<file path="src/rtl/seg7_scroll_if.sv">
// Pin-side bundle for the scrolling 7-segment sequencer.
// Blank exists only when SEG7_BLANK_EN is defined.
interface seg7_scroll_if;
  logic       Run;
  logic       Step;
  logic       Dir;
`ifdef SEG7_BLANK_EN
  logic       Blank;
`endif
  logic [6:0] SEG7;
  logic [3:0] AN;
  logic [1:0] S;
  logic       FrameTick;

  modport master (
`ifdef SEG7_BLANK_EN
    output Blank,
`endif
    output Run, Step, Dir,
    input  SEG7, AN, S, FrameTick
  );

  modport slave (
`ifdef SEG7_BLANK_EN
    input  Blank,
`endif
    input  Run, Step, Dir,
    output SEG7, AN, S, FrameTick
  );
endinterface

</file>
<file path="src/rtl/seg7_scroll_ctrl.sv">
// 4-digit multiplexed 7-segment scanner with frame-aligned rotation of "dE10".
// Optional SEG7_BLANK_EN adds a Blank input that darkens the display.
module seg7_scroll_ctrl #(
  parameter int REFRESH_DIV = 50000,
  parameter int SCROLL_DIV  = 50000000
) (
  input logic          Clock,
  input logic          Resetn,
  seg7_scroll_if.slave bus
);

  localparam int RCW = $clog2(REFRESH_DIV);
  localparam int SCW = $clog2(SCROLL_DIV);
  localparam logic [RCW-1:0] RC_LAST = RCW'(REFRESH_DIV - 1);
  localparam logic [SCW-1:0] SC_LAST = SCW'(SCROLL_DIV - 1);

  typedef enum logic {PAUSE, RUN} state_t;

  state_t         state_reg, state_next;
  logic [RCW-1:0] rc_reg, rc_next;
  logic [SCW-1:0] sc_reg, sc_next;
  logic [1:0]     dig_reg, dig_next;
  logic [1:0]     s_reg, s_next;
  logic           pending_reg, pending_next;
  logic           step_prev_reg;
  logic           frame_tick_reg;
  logic [6:0]     seg_reg, seg_next;
  logic [3:0]     an_reg, an_next;

  logic           rc_wrap;
  logic           frame_wrap;
  logic           scroll_req;
  logic           step_req;
  logic [1:0]     char_code;
  logic [6:0]     seg_pat;
  logic [3:0]     an_dec;

  assign rc_wrap    = (rc_reg == RC_LAST);
  assign frame_wrap = rc_wrap && (dig_reg == 2'd3);
  assign rc_next    = rc_wrap ? '0 : rc_reg + RCW'(1);
  assign dig_next   = rc_wrap ? dig_reg + 2'd1 : dig_reg;
  assign step_req   = (state_reg == PAUSE) && bus.Step && !step_prev_reg;

  always_ff @(posedge Clock or negedge Resetn) begin
    if (!Resetn) state_reg <= PAUSE;
    else         state_reg <= state_next;
  end

  // Any state change restarts the scroll interval.
  always_comb begin
    state_next = state_reg;
    sc_next    = sc_reg;
    scroll_req = 1'b0;
    case (state_reg)
      PAUSE: if (bus.Run)  state_next = RUN;
      RUN: begin
        if (!bus.Run) state_next = PAUSE;
        else if (sc_reg == SC_LAST) scroll_req = 1'b1;
      end
      default: state_next = PAUSE;
    endcase
    if (state_next != state_reg) sc_next = '0;
    else if (state_reg == RUN)   sc_next = scroll_req ? '0 : sc_reg + SCW'(1);
  end

  // A request raised on the boundary cycle itself waits for the next frame.
  always_comb begin
    s_next       = s_reg;
    pending_next = pending_reg;
    if (frame_wrap) begin
      pending_next = 1'b0;
      if (pending_reg) s_next = bus.Dir ? s_reg - 2'd1 : s_reg + 2'd1;
    end
    if (scroll_req || step_req) pending_next = 1'b1;
  end

  assign char_code = dig_reg + s_reg;

  always_comb begin
    seg_pat = 7'h7F;
    case (char_code)
      2'd0: seg_pat = 7'b0100001;
      2'd1: seg_pat = 7'b0000110;
      2'd2: seg_pat = 7'b1111001;
      2'd3: seg_pat = 7'b1000000;
      default: seg_pat = 7'h7F;
    endcase
  end

  for (genvar gi = 0; gi < 4; gi++) begin : g_an
    assign an_dec[gi] = (dig_reg != 2'(gi));
  end

`ifdef SEG7_BLANK_EN
  assign an_next  = bus.Blank ? 4'hF  : an_dec;
  assign seg_next = bus.Blank ? 7'h7F : seg_pat;
`else
  assign an_next  = an_dec;
  assign seg_next = seg_pat;
`endif

  always_ff @(posedge Clock or negedge Resetn) begin
    if (!Resetn) begin
      rc_reg         <= '0;
      sc_reg         <= '0;
      dig_reg        <= 2'd0;
      s_reg          <= 2'd0;
      pending_reg    <= 1'b0;
      step_prev_reg  <= 1'b0;
      frame_tick_reg <= 1'b0;
      seg_reg        <= 7'h7F;
      an_reg         <= 4'hF;
    end else begin
      rc_reg         <= rc_next;
      sc_reg         <= sc_next;
      dig_reg        <= dig_next;
      s_reg          <= s_next;
      pending_reg    <= pending_next;
      step_prev_reg  <= bus.Step;
      frame_tick_reg <= frame_wrap;
      seg_reg        <= seg_next;
      an_reg         <= an_next;
    end
  end

  assign bus.SEG7      = seg_reg;
  assign bus.AN        = an_reg;
  assign bus.S         = s_reg;
  assign bus.FrameTick = frame_tick_reg;

endmodule
</file>
<file path="src/flat_wrapper.sv">
// flat-port wrapper written by rule: the top's interface ports become plain ports
module seg7_scroll_ctrl_flat 
#(
  parameter int REFRESH_DIV = 50000,
  parameter int SCROLL_DIV  = 50000000
)
  (Clock, Resetn, bus_Run, bus_Step, bus_Dir, bus_SEG7, bus_AN, bus_S, bus_FrameTick);
  seg7_scroll_if bus_i ();
  input logic Clock;
  input logic Resetn;
  input wire logic [$bits(bus_i.Run)-1:0] bus_Run;
  input wire logic [$bits(bus_i.Step)-1:0] bus_Step;
  input wire logic [$bits(bus_i.Dir)-1:0] bus_Dir;
  output wire logic [$bits(bus_i.SEG7)-1:0] bus_SEG7;
  output wire logic [$bits(bus_i.AN)-1:0] bus_AN;
  output wire logic [$bits(bus_i.S)-1:0] bus_S;
  output wire logic [$bits(bus_i.FrameTick)-1:0] bus_FrameTick;
  assign bus_i.Run = bus_Run;
  assign bus_i.Step = bus_Step;
  assign bus_i.Dir = bus_Dir;
  assign bus_SEG7 = bus_i.SEG7;
  assign bus_AN = bus_i.AN;
  assign bus_S = bus_i.S;
  assign bus_FrameTick = bus_i.FrameTick;
  seg7_scroll_ctrl #(.REFRESH_DIV(REFRESH_DIV), .SCROLL_DIV(SCROLL_DIV)) u_core (.Clock(Clock), .Resetn(Resetn), .bus(bus_i));
endmodule
</file>
<file path="config.mk">
export PLATFORM = sky130hd
export DESIGN_NAME = seg7_scroll_ctrl_flat
export DESIGN_NICKNAME = d
export VERILOG_FILES = /design/src/rtl/seg7_scroll_if.sv /design/src/rtl/seg7_scroll_ctrl.sv /design/src/flat_wrapper.sv
export SDC_FILE = /design/constraint.sdc
export NUM_CORES = 1
export LEC_CHECK = 0
export BUFFER_PORTS_ARGS = -buffer_cell sky130_fd_sc_hd__buf_4
export CORE_MARGIN = 3
export CORE_UTILIZATION = 35
export DETAILED_ROUTE_END_ITERATION = 16
export HOLD_SLACK_MARGIN = 0.12
export SLEW_MARGIN = 25
export SYNTH_ARGS = -nofsm -noshare
export SYNTH_HDL_FRONTEND = slang
export SYNTH_SLANG_ARGS = --single-unit
</file>
<file path="constraint.sdc">
create_clock -name Clock -period 5.25 [get_ports Clock]
set_input_delay 1.3125 -clock Clock [delete_from_list [all_inputs] [get_ports Clock]]
set_output_delay 1.3125 -clock Clock [all_outputs]
set_load 0.02 [all_outputs]
</file>
# After elaboration in Yosys (flattened, before gate mapping)
# Cells that the tools add are included.
[word_totals] register_bits=61 in_bits=5
[op_classes] n_addsub=6 eq_ne=10 mux=12 bitwise_logic=1 reduce_logical=10
[ops] op="$mux W26" n=3
[ops] op="$pmux W7 S4" n=1
[ops] op="$add A26 B1 Y26 const B" n=1
[ops] op="$eq A26 B26 Y1 const B" n=1
[ops] op="$add A16 B1 Y16 const B" n=1
[ops] op="$eq A16 B16 Y1 const B" n=1
[ops] op="$mux W16" n=1
[ops] op="$eq A2 B2 Y1 const B" n=3
[ops] op="$mux W1" n=6
[ops] op="$reduce_bool A2 Y1" n=3
[ops] op="$add A2 B1 Y2 const B" n=2
[ops] op="$ne A2 B2 Y1 const B" n=2
[ops] op="$logic_and A1 B1 Y1" n=3
[ops] op="$add A2 B2 Y2" n=1
[ops] op="$eq A2 B1 Y1 const B" n=1
[ops] op="$logic_not A2 Y1" n=1
[ops] op="$mux W2" n=1
[ops] op="$ne A2 B1 Y1 const B" n=1
[ops] op="$reduce_and A2 Y1" n=1
[ops] op="$sub A2 B1 Y2 const B" n=1
[ops] op="$logic_not A1 Y1" n=1
[ops] op="$logic_or A1 B1 Y1" n=1
[ops] op="$ne A1 B1 Y1" n=1
[ops] op="$not A1 Y1" n=1

# Longest topological paths before layout
[depth] word_depth=7 depth_mapped=7 depth_no_buf=6

# Worst setup path after synthesis
# OpenSTA, ideal clock, no wires.
[synth_path] path_kind="input port to flip-flop" startpoint="input bus_Run" endpoint="register u_core.sc_reg[10]" t_arrival_ps=2457 setup_slack_ps=2714 stages=6 cell_sequence="inv_1 -> ha_1 -> a211oi_1 -> buf_2 -> nand3_1 -> mux2i_1"
[synth_via] elab_chain_cells=5
[synth_rtl] item="start, declared" line_no="flat_wrapper.sv:11" text="input wire logic [$bits(bus_i.Run)-1:0] bus_Run;"
[synth_rtl] item="$mux W1" line_no="seg7_scroll_ctrl.sv:57" text="if (!bus.Run) state_next = PAUSE;"
[synth_rtl] item="$mux W1" line_no="seg7_scroll_ctrl.sv:54" text="case (state_reg)"
[synth_rtl] item="$mux W26 (2 in a row)" line_no="seg7_scroll_ctrl.sv:63" text="else if (state_reg == RUN) sc_next = scroll_req ? '0 : sc_reg + SCW'(1);"
[synth_rtl] item="$mux W26" line_no="seg7_scroll_ctrl.sv:62" text="if (state_next != state_reg) sc_next = '0;"
[synth_rtl] item="end signal, assigned" line_no="seg7_scroll_ctrl.sv:115" text="sc_reg <= sc_next;"
[synth_rtl] item="end, declared" line_no="seg7_scroll_ctrl.sv:21" text="logic [SCW-1:0] sc_reg, sc_next;"
# Parallel ways exist; a longest one is shown, timed or not. The select of a mux whose other input is x is not followed.
# A chain may end at the register's enable or synchronous reset.

# Worst setup path after layout
[layout_path] startpoint="input bus_Run" endpoint="register u_core.sc_reg[25]"
# Same word-level chain as after synthesis.

==> impl_results.md <==
- Cell with the biggest individual delay on the critical path: a211oi_1
- Mean cell area of the mapped netlist: 9.99 µm²
- Cell row count: 33
- Flop2flop setup slack: 2.92 ns
- Wirelength per Cell: 14.1 µm
- Status: completed
- Slew HR: 0.487
- Share of total power in sequential cells: 0.492
- PnR worst setup slack: 2.55 ns
- Slew Viols, Final: 0
- Clock share of power: 0.450
- Number of setup buffers added after CTS: 0
- Most frequent cell on the critical path: buf_4
- Worst reg2reg path endpoint: u_core.bus.S[1]
- CP Launch Point: bus_Run
- Setup crit start kind: input port
- Dominant register cell in the synthesized netlist: dfrtp_1
- First-pass GRT wire length: 10,600 µm
- Unrepaired setup endpoints after global routing: false
- Clock insertion delay at the later pin of the skew report: 0.34 ns
- Detail Route Antenna Nets: 0
- Cell area after layout: 0.00341 mm²
- Met3 Wirelength: 225 µm
- Antenna violations before repair: 0
- Uppermost metal layer occupied by signal nets: met4
- Shortest clock period the worst path allows after layout: 2.70 ns
- Final worst-path cycle share: 0.514
- Metal1 wirelength: 2940 µm
- Post-DP HPWL: 3940 µm
- Post-synthesis cell area: 0.00302 mm²
- Clock edge transition at the registers on the reported setup and hold paths: 0.07 ns
- Cell depth of the worst flop-to-flop path: 5
- Routability cong.: 0.804
- Fraction of final layout cells with drive strength greater than 1: 0.172
- Total overflow reported by the global router: 0
- Count of input and output buffers: 18
- Drt drc: 0
- Max Clk Rate: 371 MHz
- Clock tree from TritonCTS: built
- Warnings, synthesis: 0
- Syn_nets: 315
- Detailed-routed wire length on met2: 2800 µm
- Peak per-stage delay on the critical path: 0.58 ns
- Floorplan core area: 0.00830 mm²
- Library cells used by synthesis: 48
- Net Sw Power: 0.244 mW
- Number of flip-flops under the largest register name: 26
- Total detailed-routing wirelength: 6070 µm
- Internal Dissipation: 0.693 mW
- Area of the die: 0.00977 mm²
- Number of iterations in the first detailed-routing pass: 4
- Hold Worst Slack: 0.466 ns
- Worst IR drop on VDD: 0.0000969 V
- Detailed-route vias per instance: 5.24
- Die Wd: 98.9 µm
- Initial Util: 0.364
- Total routing resource utilization after global routing: 0.132
- Setup slack after placement: 2.21 ns
- Element type at the critical path end: flip-flop
- Combinational fraction of design power: 0.058
- Root Driver: clkbuf_8
- Total Neg Setup Slack: 0 ns
- Share of flip-flops with an asynchronous set or reset: 1.00
- First DRT Iteration DRCs: 126
- Cell Area, Placed: 0.00321 mm²
- Vias in the first global route: 2,220
- Leakage dissipation: 1.48 nW
- Die Span Y: 98.9 µm
- # IOs: 19
- Clock tree skew after final layout: 0.00977 ns
- Net total in the final layout: 333
- Actual slew at the worst max-slew pin: 0.769 ns
- Worst R2R Start: u_core.rc_reg[7]
- Number of antenna cells inserted: 0
- Number of standard cells after synthesis: 302
- TritonCTS Buffers: 9
- Most frequent cells in the layout: dfrtp_1 (50), nand2_1 (25), nor2_1 (23)
- Number of enable-type register cells in the synthesized netlist: 0
- Sw Ratio: 0.260
- H-tree levels: 3
- Hold Buf Count CTS: 0
- Termination of the worst setup path: u_core.sc_reg[25]
- Layout filler cell count: 811
- Pin count of the biggest net entering global routing: 59
- Class of the tightest hold or removal check: flip-flop to flip-flop
- Total via count in the routed design: 2,252
- Cell chain of the critical path: buf_4 > nor4b_1 > and4_2 > a211oi_1 > buf_4 > nand4_1 > mux2i_1
- Most frequent standard cell in the layout excluding fill and tap cells: dfrtp_1
- Num Clock Sinks: 58
- Power density of the placed cells: 274 mW/mm²
- Largest fanout on the critical path: 10
- Count of state elements after synthesis: 58
- Crit path kind: input port to flip-flop
- Setup-failing EPs final: 0
- Arr. time, crit path: 2.96 ns
- Number of maximum-capacitance constraint violations: 0
- Sequential area share after synthesis: 0.484
- Area growth syn-to-layout: 13.1%
- Final-report hold violation count: 0
- Worst-case clock buffer depth: 2
- Cts repair resizes: 0
- Required time at the worst-slack endpoint: 5.51 ns
## worst min-delay path by stage
stage / from / end / slack (ns) / depth (start not counted)
3_5_place_dp: u_core.sc_reg[25] / u_core.sc_reg[25] / 0.46 / 1
4_1_cts: u_core.sc_reg[25] / u_core.sc_reg[25] / 0.47 / 1
5_1_grt: u_core.sc_reg[25] / u_core.sc_reg[25] / 0.47 / 1
2_1_floorplan: u_core.sc_reg[25] / u_core.sc_reg[25] / 0.44 / 1
3_3_place_gp: u_core.sc_reg[25] / u_core.sc_reg[25] / 0.45 / 1
6_report: u_core.sc_reg[25] / u_core.sc_reg[25] / 0.47 / 1
## per-layer routing
metal	GRT usage	vias to the layer above
met5	0	-
met1	0.185	1096
li1	-	1103
met3	0.0184	11
met2	0.205	42
met4	0.0578	0
## area by class of cell
class / count / area [µm²] / share of cell area
Sequential cell: 58 / 1460 / 0.428
Tap cell: 105 / 131 / 0.0385
Clock buffer: 9 / 124 / 0.0363
Inverter: 19 / 71.3 / 0.0209
Clock inverter: 7 / 78.8 / 0.0231
Multi-Input combinational cell: 212 / 1400 / 0.409
Timing Repair Buffer: 20 / 150 / 0.0440
## synthesized netlist by cell type, types with 3 or more instances
library cell	count	area, µm²
xor2_1	11	96.3
buf_4	5	37.5
xnor2_1	8	70.1
nand3_1	22	110
o21ai_0	18	90.1
nor4_4	3	63.8
nand2_1	25	93.8
and2_1	3	18.8
nand3b_1	4	30.0
nand4_1	11	68.8
a22o_1	4	35.0
or3_1	3	18.8
dfrtp_1	50	1250
a21oi_1	18	90.1
dfstp_2	8	210
ha_1	8	100
inv_1	19	71.3
and3_1	6	37.5
nor3_1	8	40.0
mux2i_1	7	70.1
a21o_1	4	30.0
nor2_1	23	86.3
## per-stage QoR
| stage | cells | util | power, mW |
|---|---|---|---|
| 2_1_floorplan | 302 | - | 0.501 |
| 3_3_place_gp | 414 | 0.387 | 0.524 |
| 3_5_place_dp | 414 | 0.387 | 0.525 |
| 4_1_cts | 430 | 0.411 | 0.949 |
| 5_1_grt | 430 | 0.411 | 0.978 |
| 6_report | 430 | 0.411 | 0.937 |
## power by group through the flow
stage	logic (mW)	registers, mW	clock network (mW)
after floorplan	0.0324	0.469	0
after global placement	0.0548	0.469	0
after detailed placement	0.0557	0.469	0
after CTS	0.0558	0.460	0.432
after global routing	0.0632	0.461	0.453
final	0.0547	0.461	0.422
## kinds of logic (layout without fill, tap and decap cells)
family                   after synthesis  in the layout  share of synthesized area
XOR/XNOR                              19             19                     0.0551
AO/OA/AOI/OAI                         51             51                     0.0995
buffers and inverters                 32             55                     0.0539
adder cells (fa/ha/maj)                8              8                     0.0332
multiplexers                           8              8                     0.0269
AND/OR/NAND/NOR                      126            126                      0.247
flip-flops                            58             58                      0.484
## worst max-delay path, delay by kind of cell
kind                   cells  cell delay [ns]
multiplexers               1             0.14
AND/OR/NAND/NOR            3             0.51
AO/OA/AOI/OAI              1             0.58
buffers and inverters      2             0.42
No activity file was read; power rests on OpenSTA's default activity.
